[config.mk]
export PLATFORM = sky130hd
export DESIGN_NAME = ahblite_sram_slave
export DESIGN_NICKNAME = d
export VERILOG_FILES = /design/src/rtl/ahblite_sram_slave.sv
export SDC_FILE = /design/constraint.sdc
export NUM_CORES = 1
export LEC_CHECK = 0
export ABC_AREA = 1
export BUFFER_PORTS_ARGS = -buffer_cell sky130_fd_sc_hd__buf_2
export CAP_MARGIN = 30
export CORE_AREA = 2 2 76 78
export CTS_CLUSTER_DIAMETER = 30
export DETAILED_ROUTE_END_ITERATION = 6
export DIE_AREA = 0 0 78 80
export PLACE_DENSITY_LB_ADDON = 0.15
export REMOVE_ABC_BUFFERS = 1
export SLEW_MARGIN = 10
export SYNTH_ARGS = -nofsm -noshare
export SYNTH_HDL_FRONTEND = slang
export SYNTH_SLANG_ARGS = --single-unit
export TNS_END_PERCENT = 50
[constraint.sdc]
create_clock -name clk -period 3.9 [get_ports clk]
set_input_delay 0.975 -clock clk [delete_from_list [all_inputs] [get_ports clk]]
set_output_delay 0.975 -clock clk [all_outputs]
set_load 0.1 [all_outputs]
[src/rtl/ahblite_sram_slave.sv]
// AHB-Lite slave bridging one interconnect port onto a synchronous single-port SRAM.
// Define AHBL_SRAM_WBUF_EN to add the one-entry write buffer (zero-wait writes, read merge).
module ahblite_sram_slave #(
  parameter int unsigned MEM_AW = 12
) (
  input  logic              clk,
  input  logic              rst,
  input  logic              hsel,
  input  logic [27:0]       haddr,
  input  logic [1:0]        htrans,
  input  logic              hwrite,
  input  logic [2:0]        hsize,
  input  logic [2:0]        hburst,
  input  logic [3:0]        hprot,
  input  logic              hmastlock,
  input  logic [31:0]       hwdata,
  output logic [31:0]       hrdata,
  output logic              hready,
  output logic              hresp,
  output logic              mem_ce,
  output logic              mem_we,
  output logic [3:0]        mem_be,
  output logic [MEM_AW-1:0] mem_addr,
  output logic [31:0]       mem_wdata,
  input  logic [31:0]       mem_rdata
);
  localparam int unsigned DW = 32;
  localparam int unsigned BW = DW / 8;

  typedef enum logic [2:0] {S_IDLE, S_READ, S_WRITE, S_ERR1, S_ERR2, S_WDONE} state_t;

  state_t            state, state_nxt;
  logic              req, accept, err, read_issue;
  logic [BW-1:0]     be_in, cap_be;
  logic [MEM_AW-1:0] addr_in, cap_addr;
  logic [DW-1:0]     rdata_merged;
  logic              unused_ok;

  assign unused_ok  = ^{hburst, hprot, hmastlock};
  assign req        = hsel & htrans[1];
  assign accept     = req & hready & ~rst;
  assign read_issue = accept & ~hwrite & ~err;
  assign addr_in    = haddr[MEM_AW+1:2];

  // Illegal size, misalignment, or address beyond the SRAM window
  assign err = (hsize > 3'd2)
            || (hsize == 3'd1 && haddr[0])
            || (hsize == 3'd2 && haddr[1:0] != 2'b00)
            || ((haddr >> (MEM_AW + 2)) != 28'd0);

  always_comb begin
    be_in = '0;
    case (hsize)
      3'd0:    be_in = 4'b0001 << haddr[1:0];
      3'd1:    be_in = haddr[1] ? 4'b1100 : 4'b0011;
      3'd2:    be_in = 4'b1111;
      default: be_in = '0;
    endcase
  end

  always_ff @(posedge clk or posedge rst) begin
    if (rst) begin
      cap_addr <= '0;
      cap_be   <= '0;
    end else if (accept) begin
      cap_addr <= addr_in;
      cap_be   <= be_in;
    end
  end

`ifdef AHBL_SRAM_WBUF_EN
  logic              wb_valid, stall, commit;
  logic [MEM_AW-1:0] wb_addr;
  logic [BW-1:0]     wb_be;
  logic [DW-1:0]     wb_data;

  // A read arriving while the buffer is still full must wait for the commit
  assign stall  = (state == S_WRITE) & wb_valid & req & ~hwrite & ~err;
  assign commit = wb_valid & ~read_issue;
  assign hready = (state != S_ERR1) && !(state == S_WRITE && stall);

  always_ff @(posedge clk or posedge rst) begin
    if (rst) begin
      wb_valid <= 1'b0;
      wb_addr  <= '0;
      wb_be    <= '0;
      wb_data  <= '0;
    end else if (state == S_WRITE && hready) begin
      wb_valid <= 1'b1;
      wb_addr  <= cap_addr;
      wb_be    <= cap_be;
      wb_data  <= hwdata;
    end else if (commit) begin
      wb_valid <= 1'b0;
    end
  end

  always_comb begin
    for (int b = 0; b < int'(BW); b++) begin
      rdata_merged[b*8 +: 8] = (wb_valid && wb_addr == cap_addr && wb_be[b])
                               ? wb_data[b*8 +: 8] : mem_rdata[b*8 +: 8];
    end
  end
`else
  assign hready       = (state != S_ERR1) && (state != S_WRITE);
  assign rdata_merged = mem_rdata;
`endif

  always_ff @(posedge clk or posedge rst) begin
    if (rst) state <= S_IDLE;
    else     state <= state_nxt;
  end

  always_comb begin
    state_nxt = state;
    case (state)
      S_ERR1: state_nxt = S_ERR2;
`ifndef AHBL_SRAM_WBUF_EN
      S_WRITE: state_nxt = S_WDONE;
`endif
      default: begin
        if (hready) begin
          if (!accept)     state_nxt = S_IDLE;
          else if (err)    state_nxt = S_ERR1;
          else if (hwrite) state_nxt = S_WRITE;
          else             state_nxt = S_READ;
        end
      end
    endcase
  end

  // Read issue owns the SRAM port; otherwise the pending write goes out
  always_comb begin
    hresp     = (state == S_ERR1) || (state == S_ERR2);
    hrdata    = '0;
    mem_ce    = 1'b0;
    mem_we    = 1'b0;
    mem_be    = '0;
    mem_addr  = '0;
    mem_wdata = '0;
    if (state == S_READ) hrdata = rdata_merged;
    if (read_issue) begin
      mem_ce   = 1'b1;
      mem_addr = addr_in;
      mem_be   = be_in;
    end
`ifdef AHBL_SRAM_WBUF_EN
    else if (commit) begin
      mem_ce    = 1'b1;
      mem_we    = 1'b1;
      mem_addr  = wb_addr;
      mem_be    = wb_be;
      mem_wdata = wb_data;
    end
`else
    else if (state == S_WRITE) begin
      mem_ce    = 1'b1;
      mem_we    = 1'b1;
      mem_addr  = cap_addr;
      mem_be    = cap_be;
      mem_wdata = hwdata;
    end
`endif
  end
endmodule

* Word-level counts from Yosys, hierarchy flattened *
Index checks and enable logic that the tools add are counted.

cells by class
  magnitude comparators = 1
  equality and inequality tests = 8
  reduce and logical (&&, ||, !) cells = 11
  shifts and indexed selects = 1
  multiplexer cells = 17
  bitwise operators = 8

operators with widths
  cell                   number
  $mux W32               3
  $reduce_bool A28 Y1    1
  $mux W12               2
  $mux W4                3
  $pmux W4 S3            1
  $eq A3 B2 Y1 const B   3
  $eq A3 B1 Y1 const B   2
  $mux W2                3
  $ne A3 B2 Y1 const B   2
  $pmux W3 S2            1
  $and A1 B1 Y1          5
  $logic_or A1 B1 Y1     4
  $shl A1 B2 Y4 const A  1
  $eq A3 B3 Y1 const B   1
  $gt A3 B2 Y1 const B   1
  $logic_and A1 B1 Y1    3
  $logic_not A3 Y1       1
  $mux W1                3
  $mux W3                1
  $not A1 Y1             3
  $reduce_bool A3 Y1     1
  $reduce_bool A2 Y1     1

storage, ports and cells
  bits of input ports = 109
  output and inout port bits = 84
  flip-flop bits (word level) = 19
  word-level logic and storage cells = 49

* Longest topological paths before layout *
  word-level depth = 9
  gate-level depth with buffers = 8

* Worst setup path after synthesis *
No wires, ideal clock.

  path type = input to output
  start = input rst
  end = output mem_addr[3]
  slack = 0.186 ns
  required time = 2.925 ns
  stages = 6
  data arrival time = 2.739 ns
  path through = inv_1 nand4_4 nor2_8 buf_6 nand3_1 nand2_1

between the ends
  word-level cells in the longest chain between the ends = 5

RTL lines
  item                         line  source
  start, declared              7     input logic rst,
  $not A1 Y1                   41    assign accept = req & hready & ~rst;
  $and A1 B1 Y1                41
  $and A1 B1 Y1 (2 in series)  42    assign read_issue = accept & ~hwrite & ~err;
  $mux W12                     142   if (read_issue) begin
  end, declared                23    output logic [MEM_AW-1:0] mem_addr,

Every way passes these cells.

* Final worst setup path *
  start = input haddr[1]
  end = output mem_be[3]

between the ends
  word-level cells in the longest chain between the ends = 7

RTL lines
  item                 line  source
  start, declared      9     input logic [27:0] haddr,
  $reduce_bool A2 Y1   48    || (hsize == 3'd2 && haddr[1:0] != 2'b00)
  $logic_and A1 B1 Y1  48
  $logic_or A1 B1 Y1   48
  $logic_or A1 B1 Y1   49    || ((haddr >> (MEM_AW + 2)) != 28'd0);
  $not A1 Y1           42
  $and A1 B1 Y1        42
  $mux W4 *            142
  end, declared        22    output logic [3:0] mem_be,

Every way passes the cells marked *; elsewhere a longest branch is shown, timed or not.

==> metrics.md <==
| Metric | Value |
|---|---|
| Post-CTS setup buffer count | `0` |
| Routability Congestion | `0.8147` |
| Startpoint Class | `primary input` |
| Post-CTS Hold Buffers | `0` |
| Fin crit share | `84.14%` |
| Rows | `27` |
| Share of cells above drive strength 1 | `39.21%` |
| Min-Delay Path Class | `flip-flop to flip-flop` |
| DP Wirelength | `5.105 mm` |
| Max-Cap Viols | `0` |
| Final core occ | `55.74%` |
| Slowest cell delay on critical path | `0.39 ns` |
| PD cells | `260.5 nW/um2` |
| Final Hold Violating Endpoints | `0` |
| Die H | `80 um` |
| Gr ovfl total | `0` |
| Total CTS buffers | `3` |
| Global-route wire length before repair | `9.949 mm` |
| Via density | `4.192` |
| Vias | `2419` |
| Synth Register Bits | `19` |
| Worst slew margin | `65.12%` |
| Final WL | `6.394 mm` |
| Register area | `475.5 um2` |
| Slew Viols, Final | `0` |
| Post-route ant nets | `0` |
| Critical Path Sink Type | `output port` |
| Post-synthesis sequential area ratio | `27.10%` |
| Worst Path Max Fanout | `18` |
| Iteration count of the initial detailed-routing pass | `4` |
| # setup viols final | `0` |
| Critical path arrival | `2.31 ns` |
| Yosys top cell area share | `27.10%` |
| Clock skew | `0.004797 ns` |
| Clock Tree Root | `clkbuf_8` |
| Post-synthesis cell type count | `14` |
| Total GRT Usage | `19.65%` |
| CP required | `2.92 ns` |
| Slew @ Worst Pin | `0.5269 ns` |
| Most used cell, CP | `nand3_1` |
| F_max | `304.8 MHz` |
| IO buf count | `183` |
| Buf/Inv on CP | `3` |
| Core Region | `5405 um2` |
| Family with the most delay on the worst path | `simple AND/OR/NAND/NOR gates` |
| Die Area | `6240 um2` |
| Cell taking the most area after synthesis | `dfrtp_1` |
| Layout Nets | `615` |
| Post-DR wirelength/cell | `11.08 um` |
| DR iter-0 viols | `65` |
| Multi-input logic area | `905.9 um2` |
| Status | `completed` |
| Worst Setup Path Type | `primary input to output port` |
| RSZ-0062 raised after global routing | `false` |
| CTS tree | `yes` |
| CTS sink count | `19` |
| Mean Syn Cell Area | `5.381 um2` |
| Min Tclk post-route | `3.281 ns` |
| Mapped Cells | `326` |
| Ant. Diodes | `0` |
| Fillers | `569` |
| Setup TNS | `0 ns` |
| Clock transition at the registers of the reported paths | `0.06 ns` |
| Post-CTS Resized | `0` |
| Crit path cell chain | `buf_2, inv_1, nand2_1, nand3_1, nand3_1, nor2_4, nand3_1, nand2_1, buf_12` |
| Die X | `78 um` |
| Synthesis Warnings | `0` |
| Largest net degree at the start of global routing | `35` |
| Worst skew pair latency | `0.25 ns` |
| Dominant cells by area after synthesis | `dfrtp_1 27%, nand2_1 21%, nor2_1 17%, inv_1 16%, nand3_1 8.6%` |
| Initial antenna violation count | `0` |
| Starting density of the core | `32.45%` |
| Critical path's slowest cell | `nor2_4` |
| Clk buf depth | `2` |
| Vias in the first global route | `2182` |
| Peak supply drop | `0.0002196 V` |
| Cell Area, Synth | `1754 um2` |
| Drt drc | `0` |
| Leak Pwr | `2.133 nW` |
| Area growth, synth to finish | `71.75%` |
| H-tree lvl count | `1` |
| IO Pins | `193` |
[through the flow]
stage,setup WS [ns],hold WS [ns],power [mW],area (um2),cells
after floorplan,-0.1622,0.4492,0.5363,1684,315
after global placement,0.5829,0.4616,0.6526,2968,573
after detailed placement,0.5897,0.4650,0.6571,2968,573
after CTS,0.5865,0.4834,0.7933,3013,577
after global routing,0.4220,0.5072,0.8287,3013,577
final,0.6187,0.4784,0.7848,3013,577
[cells by family (layout without fill, tap and decap cells)]
group,count (synthesis),count (layout),share of synthesized area [%]
AOI/OAI and AO/OA,1,1,0.2850
DFF,19,19,27.10
and+or+nand+nor,215,215,51.35
buffers and inverters,91,270,21.25
[Yosys cell counts]
library cell and count:
inv_4 1, dfrtp_1 19, inv_1 76, nand2_1 100, inv_2 3, nor2_4 3
buf_2 5, clkbuf_1 3, nor2_1 80, nand4_4 1, buf_6 3, nor2_8 1
nand3_1 30, a21oi_1 1
[layer usage]
layer	up-vias	global-route usage (%)	wire length, um
li1	1281	-	-
met1	1018	23.48	2620
met2	112	35.17	3073
met3	8	4.525	593
met4	0	5.614	106
met5	-	0	0
[state kept, by name (all words and copies together) (netlist names)]
signal and flops:
state 3, cap_be 4, cap_addr 12
[path summary, 6_finish.rpt]
kind | to | slack (ns) | cells past startpoint | startpoint
setup / recovery | mem_be[3] | 0.62 | 9 | haddr[1]
hold / removal | cap_addr[8] | 0.48 | 2 | cap_addr[8]
setup reg to reg | cap_addr[8] | 2.39 | 7 | state[1]
hold reg to reg | cap_addr[8] | 0.48 | 2 | cap_addr[8]
max in group asynchronous | cap_addr[10] | 2.88 | 3 | rst
min in group asynchronous | cap_addr[6] | 0.81 | 3 | rst
[tightest hold or removal path, cell delays in order (launching register included)]
cell,delay [ns]
dfrtp_1,0.34
nand2_1,0.05
nand2_1,0.05
[cells in the final DEF, fill, tap and decap left out, drive strengths merged]
cell      n
dfrtp    19
nand3    30
clkbuf    4
nor2     84
nand2   100
a21oi     1
nand4     1
buf     186
inv      80
[area by class of cell]
| cell class | instances | share of cell area [%] |
|---|---|---|
| Clock buffer | 4 | 1.495 |
| Inverter | 80 | 10.05 |
| Multi-Input combinational cell | 216 | 30.07 |
| Sequential cell | 19 | 15.78 |
| Tap cell | 72 | 2.990 |
| Timing Repair Buffer | 186 | 39.62 |
[power breakdown]
part	switching, mW	internal (mW)
Combinational	0.308	0.101
Clock	0.0600	0.0724
Sequential	0.0170	0.226
(Power assumes the default switching activity.)
